### src/rtl/compare_sweep_pkg.sv
// Shared constants for the comparator self-test sweep: state codes, flag-vector
// bit positions and default sizing.
package compare_sweep_pkg;

  localparam int W_DEFAULT       = 4;
  localparam int TIMEOUT_DEFAULT = 15;

  localparam logic [1:0] ST_IDLE  = 2'd0;
  localparam logic [1:0] ST_REQ   = 2'd1;
  localparam logic [1:0] ST_CHECK = 2'd2;
  localparam logic [1:0] ST_DONE  = 2'd3;

  // Flag vector layout is {lt, gt, eq}.
  localparam int FLAG_W = 3;
  localparam int LT_BIT = 2;
  localparam int GT_BIT = 1;
  localparam int EQ_BIT = 0;

endpackage

### src/rtl/compare_golden.sv
// Reference comparator: one-hot {lt, gt, eq} of two W-bit operands, either
// unsigned or two's complement depending on is_signed.
module compare_golden
  import compare_sweep_pkg::*;
#(
  parameter int W = W_DEFAULT
) (
  input  logic [W-1:0]      x,
  input  logic [W-1:0]      y,
  input  logic              is_signed,
  output logic [FLAG_W-1:0] flags
);

  // One extra bit lets both modes share a single signed comparison.
  logic signed [W:0] xs;
  logic signed [W:0] ys;

  always_comb begin
    xs            = is_signed ? $signed({x[W-1], x}) : $signed({1'b0, x});
    ys            = is_signed ? $signed({y[W-1], y}) : $signed({1'b0, y});
    flags         = '0;
    flags[LT_BIT] = (xs < ys);
    flags[GT_BIT] = (xs > ys);
    flags[EQ_BIT] = (xs == ys);
  end

endmodule

### src/rtl/compare_sweep.sv
// Comparator self-test initiator: sweeps every (x,y) pair, checks each response
// against compare_golden. Optional COMPARE_SWEEP_STOP_ON_ERR_EN halts on first mismatch.
module compare_sweep
  import compare_sweep_pkg::*;
#(
  parameter int W       = W_DEFAULT,
  parameter int TIMEOUT = TIMEOUT_DEFAULT
) (
  input  logic           MAX10_CLK1_50,
  input  logic           RESET_N,
  input  logic           start,
  input  logic           mode_signed,
  output logic           req,
  output logic [W-1:0]   op_x,
  output logic [W-1:0]   op_y,
  output logic           op_signed,
  input  logic           rsp_valid,
  input  logic           rsp_lt,
  input  logic           rsp_gt,
  input  logic           rsp_eq,
  output logic           busy,
  output logic           done,
  output logic           fail,
  output logic           timeout_seen,
  output logic [2*W:0]   pair_cnt,
  output logic [2*W:0]   err_cnt,
  output logic [2*W-1:0] first_fail
);

  localparam int PW = 2 * W;
  localparam int CW = (TIMEOUT > 1) ? $clog2(TIMEOUT) : 1;
  localparam logic [CW-1:0] WAIT_LAST = CW'(TIMEOUT - 1);

  logic [1:0]        state;
  logic [PW-1:0]     pair_idx;
  logic [CW-1:0]     wait_cnt;
  logic [FLAG_W-1:0] rsp_flags;
  logic              to_flag;
  logic [FLAG_W-1:0] golden;
  logic              mismatch;
  logic              stop_now;
  logic              last_pair;

  function automatic logic [PW:0] sat_inc(input logic [PW:0] v);
    return (&v) ? v : v + 1'b1;
  endfunction

  compare_golden #(.W(W)) u_golden (
    .x        (op_x),
    .y        (op_y),
    .is_signed(op_signed),
    .flags    (golden)
  );

  assign op_x      = pair_idx[PW-1:W];
  assign op_y      = pair_idx[W-1:0];
  assign req       = (state == ST_REQ);
  assign busy      = (state == ST_REQ) || (state == ST_CHECK);
  assign done      = (state == ST_DONE);
  assign fail      = |err_cnt;
  assign last_pair = &pair_idx;
  // Golden is always one-hot, so any multi-hot or empty response also mismatches.
  assign mismatch  = to_flag || (rsp_flags != golden);

`ifdef COMPARE_SWEEP_STOP_ON_ERR_EN
  assign stop_now = mismatch;
`else
  assign stop_now = 1'b0;
`endif

  // Captured response flags are pure data and are always written before use.
  always_ff @(posedge MAX10_CLK1_50) begin
    if (state == ST_REQ) begin
      if (rsp_valid) begin
        rsp_flags[LT_BIT] <= rsp_lt;
        rsp_flags[GT_BIT] <= rsp_gt;
        rsp_flags[EQ_BIT] <= rsp_eq;
      end else begin
        rsp_flags <= '0;
      end
    end
  end

  always_ff @(posedge MAX10_CLK1_50) begin
    if (!RESET_N) begin
      state        <= ST_IDLE;
      pair_idx     <= '0;
      wait_cnt     <= '0;
      to_flag      <= 1'b0;
      op_signed    <= 1'b0;
      pair_cnt     <= '0;
      err_cnt      <= '0;
      first_fail   <= '0;
      timeout_seen <= 1'b0;
    end else begin
      case (state)
        ST_IDLE, ST_DONE: begin
          if (start) begin
            state        <= ST_REQ;
            pair_idx     <= '0;
            wait_cnt     <= '0;
            to_flag      <= 1'b0;
            op_signed    <= mode_signed;
            pair_cnt     <= '0;
            err_cnt      <= '0;
            first_fail   <= '0;
            timeout_seen <= 1'b0;
          end
        end
        ST_REQ: begin
          // A response arriving on the last allowed cycle still counts.
          if (rsp_valid) begin
            to_flag <= 1'b0;
            state   <= ST_CHECK;
          end else if (wait_cnt == WAIT_LAST) begin
            to_flag <= 1'b1;
            state   <= ST_CHECK;
          end else begin
            wait_cnt <= wait_cnt + 1'b1;
          end
        end
        ST_CHECK: begin
          pair_cnt <= pair_cnt + 1'b1;
          if (mismatch) begin
            err_cnt <= sat_inc(err_cnt);
            if (err_cnt == '0) first_fail <= pair_idx;
            if (to_flag) timeout_seen <= 1'b1;
          end
          if (last_pair || stop_now) begin
            state <= ST_DONE;
          end else begin
            pair_idx <= pair_idx + 1'b1;
            wait_cnt <= '0;
            state    <= ST_REQ;
          end
        end
        default: state <= ST_IDLE;
      endcase
    end
  end

endmodule
### config.mk
export PLATFORM = sky130hd
export DESIGN_NAME = compare_sweep
export DESIGN_NICKNAME = d
export VERILOG_FILES = /design/src/rtl/compare_sweep_pkg.sv /design/src/rtl/compare_golden.sv /design/src/rtl/compare_sweep.sv
export SDC_FILE = /design/constraint.sdc
export NUM_CORES = 1
export LEC_CHECK = 0
export BUFFER_PORTS_ARGS = -buffer_cell sky130_fd_sc_hd__buf_2
export CORE_UTILIZATION = 45
export DETAILED_ROUTE_END_ITERATION = 6
export PLACE_DENSITY = 0.67
export SLEW_MARGIN = 20
export SYNTH_ARGS = -nofsm -noshare
export SYNTH_HDL_FRONTEND = slang
export SYNTH_SLANG_ARGS = --single-unit
### constraint.sdc
create_clock -name MAX10_CLK1_50 -period 2.7 [get_ports MAX10_CLK1_50]
set_input_delay 0.135 -clock MAX10_CLK1_50 [delete_from_list [all_inputs] [get_ports MAX10_CLK1_50]]
set_output_delay 0.135 -clock MAX10_CLK1_50 [all_outputs]
set_load 0.02 [all_outputs]
* Word-level counts from Yosys, hierarchy flattened
Cells that the tools add are included.
Word-level totals: register bits 46, output and inout bits 40
Operators by class: $add $sub $neg 4, magnitude comparators 2, eq/ne operators 15, mux-type cells 30, reductions and logical operators 19
Operators by type and width (count):
- 9-bit one-hot mux with 2 select lines | 2
- 8-bit two-way mux | 4
- 8-bit one-hot mux with 2 select lines | 2
- 9-bit two-way mux | 3
- 9-bit by 1-bit adder with 9-bit output, second input constant | 2
- 4-bit two-way mux | 4
- 4-bit AND reduction | 4
- 2-bit inequality test, second input constant | 7
- 4-bit one-hot mux with 3 select lines | 1
- 5-bit two-way mux | 2
- 9-bit logical NOT | 1
- 9-bit AND reduction | 1
- 9-bit OR reduction | 1
- 8-bit by 1-bit adder with 8-bit output, second input constant | 1
- 2-bit two-way mux | 4
- 8-bit AND reduction | 1
- 2-bit one-hot mux with 3 select lines | 1
- 2-bit AND reduction | 3
- 3-bit AND reduction | 2
- 5-bit == test | 1
- 5-bit greater-than comparator | 1
- 5-bit < comparator | 1
- 1-bit two-way mux | 5
- 4-bit by 1-bit adder with 4-bit output, second input constant | 1
- other kinds (11) | 15

* Longest topological paths before layout
depth after elaboration 6, depth in mapped cells 10, gate-level depth less buffers 8

* By module
From an unflattened synthesis, not the netlist that was laid out.
Second synthesis, totals: cell total of the unflattened synthesis 278, area, all modules 2443.6 um^2
By module, submodules not included:
- compare_sweep | times used 1, cells an instance 260, area each 2302.2 um^2, seq. area each 950.9 um^2
- compare_golden | times used 1, cells an instance 18, area each 141.4 um^2, seq. area each 0.0 um^2

* Worst setup path after synthesis
Ideal clock, no wire load.
path type reg-to-reg, start reg pair_idx[3], end reg err_cnt[2], library setup time 76 ps, arrival time 2441 ps, required time 2624 ps, path slack 183 ps, stages on the path, launching flop included 9, buffers on the path 0, period minus slack after synthesis 2517 ps, cells stage by stage dfxtp_1 inv_1 ha_1 and4b_1 a211oi_1 mux2i_1 a21oi_2 or4_1 a31oi_1
On the way: longest elaborated chain between the ends 6, elaborated cells on any way between the ends 8, those cells by class order compare (2); eq/ne (3); mux (1); reduce/logical (2)
Ends and longest elaborated chain:
- start, declared | line compare_sweep.sv:35 | logic [PW-1:0] pair_idx;
- start signal, assigned | line compare_sweep.sv:132 | pair_idx <= pair_idx + 1'b1;
- 5-bit two-way mux (*) | line compare_golden.sv:20 | ys = is_signed ? $signed({y[W-1], y}) : $signed({1'b0, y});
- 5-bit greater-than comparator (tied with other cells) | line compare_golden.sv:23 | flags[GT_BIT] = (xs > ys);
- 3-bit inequality test (*) | line compare_sweep.sv:63 | assign mismatch = to_flag || (rsp_flags != golden);
- 1-bit logical OR (*) | line compare_sweep.sv:63
- 2-bit inequality test (no source line) (*)
- 4-bit AND reduction (no source line) (*)
- end signal, assigned | line compare_sweep.sv:125 | err_cnt <= sat_inc(err_cnt);
- end, declared | line compare_sweep.sv:26 | output logic [2*W:0] err_cnt,
Every way passes the cells marked *; elsewhere a longest branch is shown, timed or not. A chain may end at the register's enable or synchronous reset.

* Final worst setup path
Same ends and word-level chain as after synthesis.

==> run_results.csv <==
group,metric,value,unit
outcome,outcome,"finished clean",
floorplan,start_util,47.5,%
route,first_pass_iters,4,
yosys,ys_seq_area_share,38.5,%
clock_tree,clkSinkCount,46,
yosys,ys_seq_elements,46,
setup_path,worstPathArrival,2.70,ns
sta,skew,0.00456,ns
cells_and_area,area_delta_synth_final,19.0,%
clock_tree,cts_buffers,5,
route,vias,2282,
sta,rsz0062_at_grt,"false",
min_path,min_from,"mode_signed",
power,power_density,537,nW/µm²
floorplan,die_w,76.1,µm
clock_tree,cts_hold_buf,0,
clock_tree,ctsLongestPathBuffers,2,
global_routing,overflow,0,
global_routing,grt_max_degree,29,
clock_tree,cts_tree,"built",
cells_and_area,fill_cells,510,
global_routing,grt_pass1_wl,9590,µm
setup_path,path_class,"reg -> reg",
yosys,yosys.area.top_type,"dfxtp_1",
clock_tree,cts_root_buffer,"clkbuf_8",
setup_path,worstPathRequired,2.92,ns
sta,max_freq,0.402,GHz
setup_path,crit_path_end,"err_cnt[2]",
yosys,ys.flop_type,"dfxtp_1",
clock_tree,clk_pin_slew_worst_paths,0.08,ns
route,drtAntennaViolNets,0,
yosys,yosys_warnings,0,
cells_and_area,multi_input_area,1440,µm²
sta,post-route-period-util,92.1,%
cells_and_area,seqCellArea,951,µm²
yosys,syn-num-nets,312,
yosys,netlist_instances,289,
setup_path,crit_fanout,5,
sta,tns,0,ns
route,wire_per_inst,13.8,µm
yosys,synth_edf_count,3,
floorplan,design.core.area,5200,µm²
min_path,hold_class,"in -> reg",
setup_path,critPathCaptureType,"flop",
yosys,netlist.area_leader.share,34.8,%
run,cap_violations,0,
sta,setup_viol_count_final,0,
route,vias_per_cell,5.53,
setup_path,worst-r2r-cell-count,8,
route,drc,0,
clock_tree,cts_setup_buffers,0,
clock_tree,cts_resized,0,
sta,fin_crit,2.49,ns
yosys,synth.area.top_cells,"dfxtp_1 35%, ha_1 7.6%, nand2_1 5.3%",
cells_and_area,n_antenna_cell,0,
setup_path,crit_path_start_kind,"flop",
placed_design,port-buffer-count,47,
floorplan,pin_count,48,
setup_path,r2r_end,"err_cnt[2]",
route,drt_iter0_markers,115,
sta,slew_headroom,54.7,%
setup_path,critPathLaunch,"pair_idx[3]",
power,ir_drop,0.000259,V
sta,worst_pin_slew,0.675,ns
placed_design,place_congestion,0.814,
cells_and_area,final_layout_size_suffix_gt1_share,22.4,%
sta,hold_viol_final,0,
floorplan,die_h,76.1,µm
yosys,mappedNetlistArea,2470,µm²
yosys,yosysUniqueCellTypes,53,
yosys,ys_async_sr_fraction,0,%
global_routing,grt_usage,20.4,%
cells_and_area,final_cell_area,2940,µm²
yosys,synth.avg_cell_area,8.55,µm²
route,totalWireLength,5720,µm
clock_tree,worstSkewPairLatency,0.30,ns
global_routing,grt_pass1_vias,2094,
global_routing,antenna_found_initial,0,
sta,drv_slew,0,
setup_path,rr_startpoint,"pair_idx[3]",
yosys,synth.most_common_cell,"dfxtp_1",
setup_path,rrSetupSlack,0.21,ns
power,leakagePower,1.25,nW
placed_design,dp_hpwl,4180,µm
placed_design,place_area,2820,µm²
clock_tree,cts_max_level,2,
floorplan,rows,26,
cells_and_area,finalNetCount,365,
yosys,synthTopCellsByCount,"43 x dfxtp_1, 35 x nand2_1, 25 x nor2_1",
floorplan,dieArea,5790,µm²
==> cell families after synthesis <==
| logic type | synth area share (%) |
|---|---|
| mux | 0.810 |
| xor+xnor | 4.91 |
| fa+ha+maj | 7.59 |
| flops | 38.5 |
| compound gates | 15.7 |
| simple gates | 28.7 |
| buf+inv | 3.85 |
==> how the worst min path moves through the flow <==
stage / to / slack (ns) / cells after the start
2_1_floorplan: op_signed / 0.28 / 2
3_3_place_gp: op_signed / 0.40 / 3
3_5_place_dp: op_signed / 0.42 / 3
4_1_cts: op_signed / 0.09 / 3
5_1_grt: op_signed / 0.10 / 3
6_report: op_signed / 0.1 / 3
==> metal layers <==
metal / vias up / global-route usage [%] / wire length [µm]
li1: 1158 / - / -
met1: 1056 / 25.3 / 2570
met2: 60 / 34.5 / 2740
met3: 8 / 4.91 / 313
met4: 0 / 7.12 / 87
met5: - / 0 / 0
==> placed cells by master (no fill, tap or decap), types with 12 or more instances in the layout <==
cell / n
buf_2: 47
dfxtp_1: 43
inv_1: 12
nand3_1: 16
ha_1: 15
a21oi_1: 14
nor2_1: 25
nand2_1: 35
==> through the flow <==
| step | util [%] | total power, W | setup slack, ns | hold slack [ns] | cells |
|---|---|---|---|---|---|
| after floorplan | - | 0.000967 | 0.183 | 0.283 | 289 |
| after global placement | 54.2 | 0.00108 | 0.252 | 0.405 | 405 |
| after detailed placement | 54.2 | 0.00109 | 0.130 | 0.416 | 405 |
| after CTS | 56.3 | 0.00159 | 0.104 | 0.0862 | 413 |
| after global routing | 56.5 | 0.00166 | 0.0488 | 0.104 | 413 |
| final | 56.5 | 0.00158 | 0.213 | 0.0954 | 413 |
==> worst max-delay path: stages (launching register included) <==
cell	delay (ns)
dfxtp_1	0.41
inv_1	0.12
ha_1	0.33
and4b_1	0.21
a211oi_2	0.28
mux2i_1	0.31
a21oi_2	0.12
or4_1	0.47
a31oi_1	0.16
==> layout make-up <==
| class | instances | area share (%) |
|---|---|---|
| Clock buffer | 7 | 2.60 |
| Clock inverter | 1 | 1.02 |
| Inverter | 13 | 1.66 |
| Multi-Input combinational cell | 219 | 48.9 |
| Sequential cell | 46 | 32.3 |
| Tap cell | 70 | 2.98 |
| Timing Repair Buffer | 57 | 10.6 |
==> where the power goes <==
part / leakage [nW] / switching (W) / internal (W) / total [W]
clock network: 0.0524 / 0.000228 / 0.000277 / 0.000505
registers: 0.376 / 0.0000241 / 0.000707 / 0.000731
logic: 0.820 / 0.000217 / 0.000125 / 0.000342
==> registers in the layout (all words and copies together), names as in the netlist, 2 cells and up <==
name / flops
wait_cnt: 4
state: 2
pair_idx: 8
err_cnt: 9
first_fail: 8
rsp_flags: 3
pair_cnt: 9
Power figures use the tool's default switching activity.
